[config.mk]
export PLATFORM = sky130hd
export DESIGN_NAME = pinmap_term_to_pin
export DESIGN_NICKNAME = d
export VERILOG_FILES = /design/src/rtl/pinmap_pkg.sv /design/src/rtl/pinmap_term_buf.sv /design/src/rtl/pinmap_term_to_pin.sv
export SDC_FILE = /design/constraint.sdc
export NUM_CORES = 1
export LEC_CHECK = 0
export BUFFER_PORTS_ARGS = -buffer_cell sky130_fd_sc_hd__buf_2
export CAP_MARGIN = 20
export CORE_AREA = 2 2 176 126
export CTS_BUF_LIST = sky130_fd_sc_hd__clkbuf_8
export DETAILED_ROUTE_END_ITERATION = 8
export DIE_AREA = 0 0 178 128
export HOLD_SLACK_MARGIN = 0.05
export MAX_ROUTING_LAYER = met4
export PLACE_DENSITY = 0.5
export SLEW_MARGIN = 20
export SYNTH_ARGS = -nofsm -noshare
export SYNTH_HDL_FRONTEND = slang
export SYNTH_SLANG_ARGS = --single-unit
[constraint.sdc]
create_clock -name clk -period 3.74 [get_ports clk]
set_input_delay 0.187 -clock clk [delete_from_list [all_inputs] [get_ports clk]]
set_output_delay 0.187 -clock clk [all_outputs]
set_load 0.02 [all_outputs]
[src/rtl/pinmap_pkg.sv]
// Shared types and default pin-map tables for pinmap_term_to_pin.
// Default kinds: BC547 (4 pins), 2N2905/2N3053 (3 pins), 2N2222 (3 pins, rotated ports).
package pinmap_pkg;

  localparam int NET_W_DEF = 16;
  localparam logic [NET_W_DEF-1:0] NET_NC = '1;

  typedef enum logic [1:0] {
    KIND_BC547  = 2'd0,
    KIND_2N2905 = 2'd1,
    KIND_2N2222 = 2'd2,
    KIND_2N3053 = 2'd3
  } kind_e;

  typedef enum logic [1:0] {ST_IDLE, ST_FILL, ST_DRAIN} state_e;

  function automatic int def_npins(input int kind);
    if (kind == int'(KIND_BC547)) return 4;
    if (kind <= int'(KIND_2N3053)) return 3;
    return 0;
  endfunction

  // Terminal index (0-based) feeding package pin 'pin' (1-based).
  function automatic int def_inv(input int kind, input int pin);
    if (pin < 1) return 0;
    if (kind == int'(KIND_2N2222)) begin
      case (pin)
        1:       return 1;
        2:       return 2;
        3:       return 0;
        default: return pin - 1;
      endcase
    end
    return pin - 1;
  endfunction

endpackage

[src/rtl/pinmap_term_buf.sv]
// Terminal net-ID register file: one write port, one async read port,
// synchronous clear to the unconnected marker (all ones).
module pinmap_term_buf #(
  parameter int NET_W    = 16,
  parameter int MAX_PINS = 8
) (
  input  logic                        clk,
  input  logic                        rst,
  input  logic                        clr,
  input  logic                        we,
  input  logic [$clog2(MAX_PINS)-1:0] waddr,
  input  logic [NET_W-1:0]            wdata,
  input  logic [$clog2(MAX_PINS)-1:0] raddr,
  output logic [NET_W-1:0]            rdata
);

  logic [MAX_PINS-1:0][NET_W-1:0] mem_q, mem_d;

  always_comb begin
    mem_d = mem_q;
    if (clr)     mem_d = '1;
    else if (we) mem_d[waddr] = wdata;
  end

  always_ff @(posedge clk) begin
    if (rst) mem_q <= '1;
    else     mem_q <= mem_d;
  end

  assign rdata = mem_q[raddr];

endmodule

[src/rtl/pinmap_term_to_pin.sv]
// Re-orders one device's terminal net IDs into package-pin order (fill, then drain).
// Define PINMAP_PROG_EN to make the INV/NPINS tables writable through cfg_* ports.
module pinmap_term_to_pin
  import pinmap_pkg::*;
#(
  parameter int NET_W    = 16,
  parameter int MAX_PINS = 8,
  parameter int KIND_W   = 2
) (
  input  logic                          clk,
  input  logic                          rst,
  input  logic                          s_valid,
  output logic                          s_ready,
  input  logic [NET_W-1:0]              s_net,
  input  logic [KIND_W-1:0]             s_kind,
  input  logic                          s_last,
  output logic                          m_valid,
  input  logic                          m_ready,
  output logic [$clog2(MAX_PINS+1)-1:0] m_pin,
  output logic [NET_W-1:0]              m_net,
  output logic                          m_last,
  output logic                          err_len,
`ifdef PINMAP_PROG_EN
  input  logic                          cfg_we,
  input  logic [KIND_W-1:0]             cfg_kind,
  input  logic [$clog2(MAX_PINS+1)-1:0] cfg_idx,
  input  logic [$clog2(MAX_PINS)-1:0]   cfg_term,
  input  logic                          cfg_n_we,
`endif
  output logic                          busy
);

  localparam int PIN_W  = $clog2(MAX_PINS+1);
  localparam int TERM_W = $clog2(MAX_PINS);
  localparam int NKIND  = 2**KIND_W;

  logic [TERM_W-1:0] inv_tab   [NKIND][MAX_PINS+1];
  logic [PIN_W-1:0]  npins_tab [NKIND];

  state_e            state_q, state_d;
  logic [KIND_W-1:0] kind_q, kind_d;
  logic [PIN_W-1:0]  cnt_q, cnt_d;
  logic              ovf_q, ovf_d;
  logic              s_ready_q, s_ready_d;
  logic              m_valid_q, m_valid_d;
  logic [PIN_W-1:0]  m_pin_q, m_pin_d;
  logic [NET_W-1:0]  m_net_q, m_net_d;
  logic              m_last_q, m_last_d;
  logic              err_len_q, err_len_d;

  assign busy = (state_q != ST_IDLE);

`ifdef PINMAP_PROG_EN
  logic [TERM_W-1:0] inv_q   [NKIND][MAX_PINS+1];
  logic [TERM_W-1:0] inv_d   [NKIND][MAX_PINS+1];
  logic [PIN_W-1:0]  npins_q [NKIND];
  logic [PIN_W-1:0]  npins_d [NKIND];

  always_comb begin
    inv_d   = inv_q;
    npins_d = npins_q;
    if (!busy && cfg_idx <= PIN_W'(MAX_PINS)) begin
      if (cfg_we)   inv_d[cfg_kind][cfg_idx] = cfg_term;
      if (cfg_n_we) npins_d[cfg_kind]        = cfg_idx;
    end
  end

  always_ff @(posedge clk) begin
    if (rst) begin
      for (int k = 0; k < NKIND; k++) begin
        npins_q[k] <= PIN_W'(def_npins(k));
        for (int p = 0; p <= MAX_PINS; p++) inv_q[k][p] <= TERM_W'(def_inv(k, p));
      end
    end else begin
      inv_q   <= inv_d;
      npins_q <= npins_d;
    end
  end

  assign inv_tab   = inv_q;
  assign npins_tab = npins_q;
`else
  always_comb begin
    for (int k = 0; k < NKIND; k++) begin
      npins_tab[k] = PIN_W'(def_npins(k));
      for (int p = 0; p <= MAX_PINS; p++) inv_tab[k][p] = TERM_W'(def_inv(k, p));
    end
  end
`endif

  logic              acc, wr_ok, ovf_now, buf_clr;
  logic [KIND_W-1:0] kind_eff;
  logic [PIN_W-1:0]  rcv, rd_pin, npins_eff;
  logic [TERM_W-1:0] waddr, rd_term;
  logic [NET_W-1:0]  rd_net, rd_net_byp;

  assign acc       = s_valid & s_ready_q;
  assign kind_eff  = (state_q == ST_IDLE) ? s_kind : kind_q;
  assign wr_ok     = acc && (cnt_q < PIN_W'(MAX_PINS));
  assign waddr     = cnt_q[TERM_W-1:0];
  assign rcv       = wr_ok ? cnt_q + PIN_W'(1) : cnt_q;
  assign ovf_now   = ovf_q | (acc & ~wr_ok);
  assign npins_eff = npins_tab[kind_eff];
  // Entry reads pin 1 while the closing beat is still being written: bypass it.
  assign rd_pin     = (state_q == ST_DRAIN) ? m_pin_q + PIN_W'(1) : PIN_W'(1);
  assign rd_term    = (rd_pin <= PIN_W'(MAX_PINS)) ? inv_tab[kind_eff][rd_pin] : '0;
  assign rd_net_byp = (wr_ok && waddr == rd_term) ? s_net : rd_net;

  pinmap_term_buf #(.NET_W(NET_W), .MAX_PINS(MAX_PINS)) u_buf (
    .clk   (clk),
    .rst   (rst),
    .clr   (buf_clr),
    .we    (wr_ok),
    .waddr (waddr),
    .wdata (s_net),
    .raddr (rd_term),
    .rdata (rd_net)
  );

  always_comb begin
    state_d   = state_q;
    kind_d    = kind_q;
    cnt_d     = cnt_q;
    ovf_d     = ovf_q;
    s_ready_d = s_ready_q;
    m_valid_d = m_valid_q;
    m_pin_d   = m_pin_q;
    m_net_d   = m_net_q;
    m_last_d  = m_last_q;
    err_len_d = 1'b0;
    buf_clr   = 1'b0;
    case (state_q)
      ST_IDLE, ST_FILL: begin
        if (acc) begin
          kind_d  = kind_eff;
          cnt_d   = rcv;
          ovf_d   = ovf_now;
          state_d = ST_FILL;
          if (s_last) begin
            state_d   = ST_DRAIN;
            s_ready_d = 1'b0;
            err_len_d = (rcv != npins_eff) | ovf_now;
            if (npins_eff != '0) begin
              m_valid_d = 1'b1;
              m_pin_d   = PIN_W'(1);
              m_net_d   = rd_net_byp;
              m_last_d  = (npins_eff == PIN_W'(1));
            end
          end
        end
      end
      default: begin
        if (!m_valid_q || (m_ready && m_last_q)) begin
          state_d   = ST_IDLE;
          s_ready_d = 1'b1;
          m_valid_d = 1'b0;
          m_pin_d   = '0;
          m_last_d  = 1'b0;
          cnt_d     = '0;
          ovf_d     = 1'b0;
          buf_clr   = 1'b1;
        end else if (m_ready) begin
          m_pin_d  = rd_pin;
          m_net_d  = rd_net;
          m_last_d = (rd_pin == npins_tab[kind_q]);
        end
      end
    endcase
  end

  always_ff @(posedge clk) begin
    if (rst) begin
      state_q   <= ST_IDLE;
      kind_q    <= '0;
      cnt_q     <= '0;
      ovf_q     <= 1'b0;
      s_ready_q <= 1'b1;
      m_valid_q <= 1'b0;
      m_pin_q   <= '0;
      m_net_q   <= '0;
      m_last_q  <= 1'b0;
      err_len_q <= 1'b0;
    end else begin
      state_q   <= state_d;
      kind_q    <= kind_d;
      cnt_q     <= cnt_d;
      ovf_q     <= ovf_d;
      s_ready_q <= s_ready_d;
      m_valid_q <= m_valid_d;
      m_pin_q   <= m_pin_d;
      m_net_q   <= m_net_d;
      m_last_q  <= m_last_d;
      err_len_q <= err_len_d;
    end
  end

  assign s_ready = s_ready_q;
  assign m_valid = m_valid_q;
  assign m_pin   = m_pin_q;
  assign m_net   = m_net_q;
  assign m_last  = m_last_q;
  assign err_len = err_len_q;

endmodule

==> impl_metrics.json <==
{
  "port_buffers": 47,
  "htree_levels": 4,
  "slew_violations": 0,
  "clock.fmax_mhz": 296,
  "critPathRequiredTime_ns": 4.14,
  "grt_pass1_vias": 6216,
  "cts_buffers": 17,
  "grt_pass1_wl_microns": 37500,
  "synth-edff-count": 0,
  "die_w_microns": 178,
  "netlist_instances": 941,
  "hold_class": "input port to flop",
  "ant_nets": 0,
  "hold_end": "u_buf.mem_q[86]",
  "r2r-end": "m_net[1]",
  "cts-root-buf": "clkbuf_8",
  "routed_wl_microns": 23900,
  "final-setup-viol-count": 0,
  "cp-end-kind": "flop",
  "crit_fanout": 12,
  "die_area_sq_um": 22800,
  "drtIter0Drc": 641,
  "power.leakage_nw": 3.59,
  "reg2reg_depth": 11,
  "place_ws_ns": 0.357,
  "antenna_found_initial": 1,
  "dr_wl_met2_microns": 10200,
  "areaGrowthSynthToFinish_pct": 13.8,
  "clkSinkCount": 161,
  "wl_per_cell_microns": 19.0,
  "ir_worst_vdd_v": 0.000200,
  "intPower_mw": 2.59,
  "m1WireLength_microns": 12100,
  "yosysUniqueCellTypes": 60,
  "insertion_delay_ns": 0.47,
  "maxCapViolations": 0,
  "r2r-start": "m_pin[0]",
  "synth_warnings": 0,
  "hold_viol": 0,
  "power_frac_comb_pct": 13.8,
  "fin_util_pct": 39.2,
  "status": "finished clean",
  "path_clk_slew_ns": 0.10,
  "clockBufferDepth": 2,
  "fillCellCount": 2198,
  "switching_share_pct": 30.9,
  "startpoint_type": "flop",
  "syn-num-nets": 968,
  "fin_crit_ns": 3.37,
  "gp_congestion": 0.852,
  "rsz0062_at_grt": "no",
  "cts_tree": "yes",
  "hold_start": "s_net[6]",
  "rows": 45,
  "dr_wl_met3_microns": 1300,
  "synth_ff_type": "dfxtp_1",
  "tns_ns": 0,
  "seq_power_share_pct": 49.7,
  "maxUsedRoutingLayer": "met4",
  "slew_headroom_pct": 40.4,
  "die_h_microns": 128,
  "power_density_nw_per_um2": 450,
  "layout-drive-gt1-share_pct": 17.1,
  "gr-total-overflow": 0,
  "grt_usage_pct": 22.4,
  "boundaryPins": 48,
  "p_sw_mw": 1.16,
  "post-route-drc-count": 0,
  "ys_seq_area_share_pct": 44.1,
  "avgSynthCellArea_sq_um": 7.77,
  "drt_pass1_iterations": 7,
  "synthesis.area_sq_um": 7320,
  "grt_max_degree": 68,
  "coreArea_sq_um": 21200,
  "detailed_place_hpwl_microns": 15500,
  "ys_seq_elements": 161,
  "fin_area_sq_um": 8330,
  "clkPwrFrac_pct": 36.6,
  "synthArstFlopShare_pct": 0,
  "crit_type": "flop to flop",
  "r2r_slack_ns": 0.37,
  "final_nets": 990,
  "min_path_cells": 3,
  "worst_slack_ns": 0.366,
  "period_share_pct": 90.2,
  "worstMarginPinSlew_ns": 0.888,
  "placed_area_sq_um": 7860,
  "vias_per_cell": 5.31,
  "crit_arrival_ns": 3.78,
  "fin_skew_ns": 0.0133,
  "vias": 6688,
  "start_util_pct": 34.5
}
[final cells by class]
type / count / area, sq um / share of cell area (%)
antenna: 1 / 2.50 / 0.0301
inverter: 3 / 11.3 / 0.135
clock buffer: 17 / 234 / 2.81
sequential: 161 / 3220 / 38.7
tap: 282 / 353 / 4.24
timing repair buffer: 83 / 528 / 6.34
clock inverter: 15 / 170 / 2.04
multi-input combinational: 697 / 3800 / 45.7
[per-stage QoR]
stage | cells | hold WS [ns] | total power, mW
floorplan | 941 | 0.323 | 2.24
global placement | 1221 | 0.445 | 2.41
detailed placement | 1221 | 0.450 | 2.41
CTS | 1257 | 0.0511 | 3.77
global route | 1259 | 0.0682 | 3.91
finish | 1259 | 0.0716 | 3.75
[cells in the final DEF (no fill, tap or decap), drive strengths merged, types with 17 or more instances in the layout]
master	instances
nand3	132
o21ai	27
nand2	276
nor2	42
a21oi	19
dfxtp	161
mux2	32
clkbuf	17
buf	79
nor3	23
[worst max-delay path by stage]
stage / startpoint / to / slack [ns] / cells past startpoint
2_1_floorplan: m_pin[1] / m_net[0] / 1.01 / 10
3_3_place_gp: m_pin[0] / m_net[11] / 0.42 / 10
3_5_place_dp: m_pin[0] / m_net[10] / 0.36 / 10
4_1_cts: m_pin[0] / m_net[3] / 0.32 / 10
5_1_grt: m_pin[0] / m_net[7] / 0.11 / 11
6_report: m_pin[0] / m_net[1] / 0.37 / 11
[power by group through the flow]
stage               clock network [mW]  registers [mW]  logic, mW
floorplan                            0            1.90      0.335
global placement                     0            1.90      0.510
detailed placement                   0            1.90      0.509
CTS                               1.39            1.86      0.513
global route                      1.47            1.87      0.566
finish                            1.37            1.86      0.516
[critical path: stages, from the launching register on]
cell      delay [ns]
dfxtp_1         0.44
ha_1            0.43
nand2_1         0.13
ha_1            0.22
a21boi_1        0.15
mux2i_1         0.36
or3_1           0.40
buf_4           0.25
nor2_1          0.05
o31ai_1         0.49
o221ai_1        0.21
o21ai_0         0.16
[kinds of logic after synthesis]
group                    Yosys count  synth area share [%]
multiplexers                      33                  5.06
AND/OR/NAND/NOR                  524                  32.0
AO/OA/AOI/OAI                    129                  12.6
XOR/XNOR                           7                 0.941
flip-flops                       161                  44.1
adder cells (fa/ha/maj)            4                 0.684
buffers and inverters             83                  4.67
[timing repair]
item                                   CTS  global route
hold buffers                             4             0
endpoints found under the hold margin    8             0
setup endpoints to repair                0            10
gates resized for setup                  0             0
setup buffers                            0             1
[state kept, by name (all words and copies together), names as in the netlist]
name and cells:
cnt_q 4, err_len 1, kind_q 2, m_last 1, m_net 16, m_pin 4, m_valid 1, ovf_q 1
s_ready 1, state_q 2, u_buf.mem_q 128
[per-layer routing]
layer / up-vias / GRT usage, %
li1: 3296 / -
met1: 3202 / 32.6
met2: 171 / 31.9
met3: 19 / 3.91
met4: 0 / 5.06
met5: - / -
[synthesized netlist by cell type, drive strengths merged, types with 3 or more instances]
master	number	area share, %
dfxtp	161	44
a21oi	19	1.3
o211ai	3	0.38
o22ai	16	1.4
nor4b	3	0.44
a22oi	14	1.4
and2	4	0.34
nand2	276	14
o31ai	13	1.3
nand3	132	9.1
nand4	4	0.34
or2	3	0.26
a211oi	4	0.41
nor3	23	1.6
mux2	32	4.9
nor2	42	2.2
clkbuf	59	3.0
a31oi	5	0.63
nor4	4	0.55
and3	3	0.26
xnor2	5	0.70
o21ai	27	2.1
nand3b	4	0.41
or3	16	1.4
nand2b	3	0.26
inv	3	0.15
nand4b	3	0.36
o221ai	14	1.7
ha	4	0.68
buf	21	1.5
No activity file was read; power rests on OpenSTA's default activity.
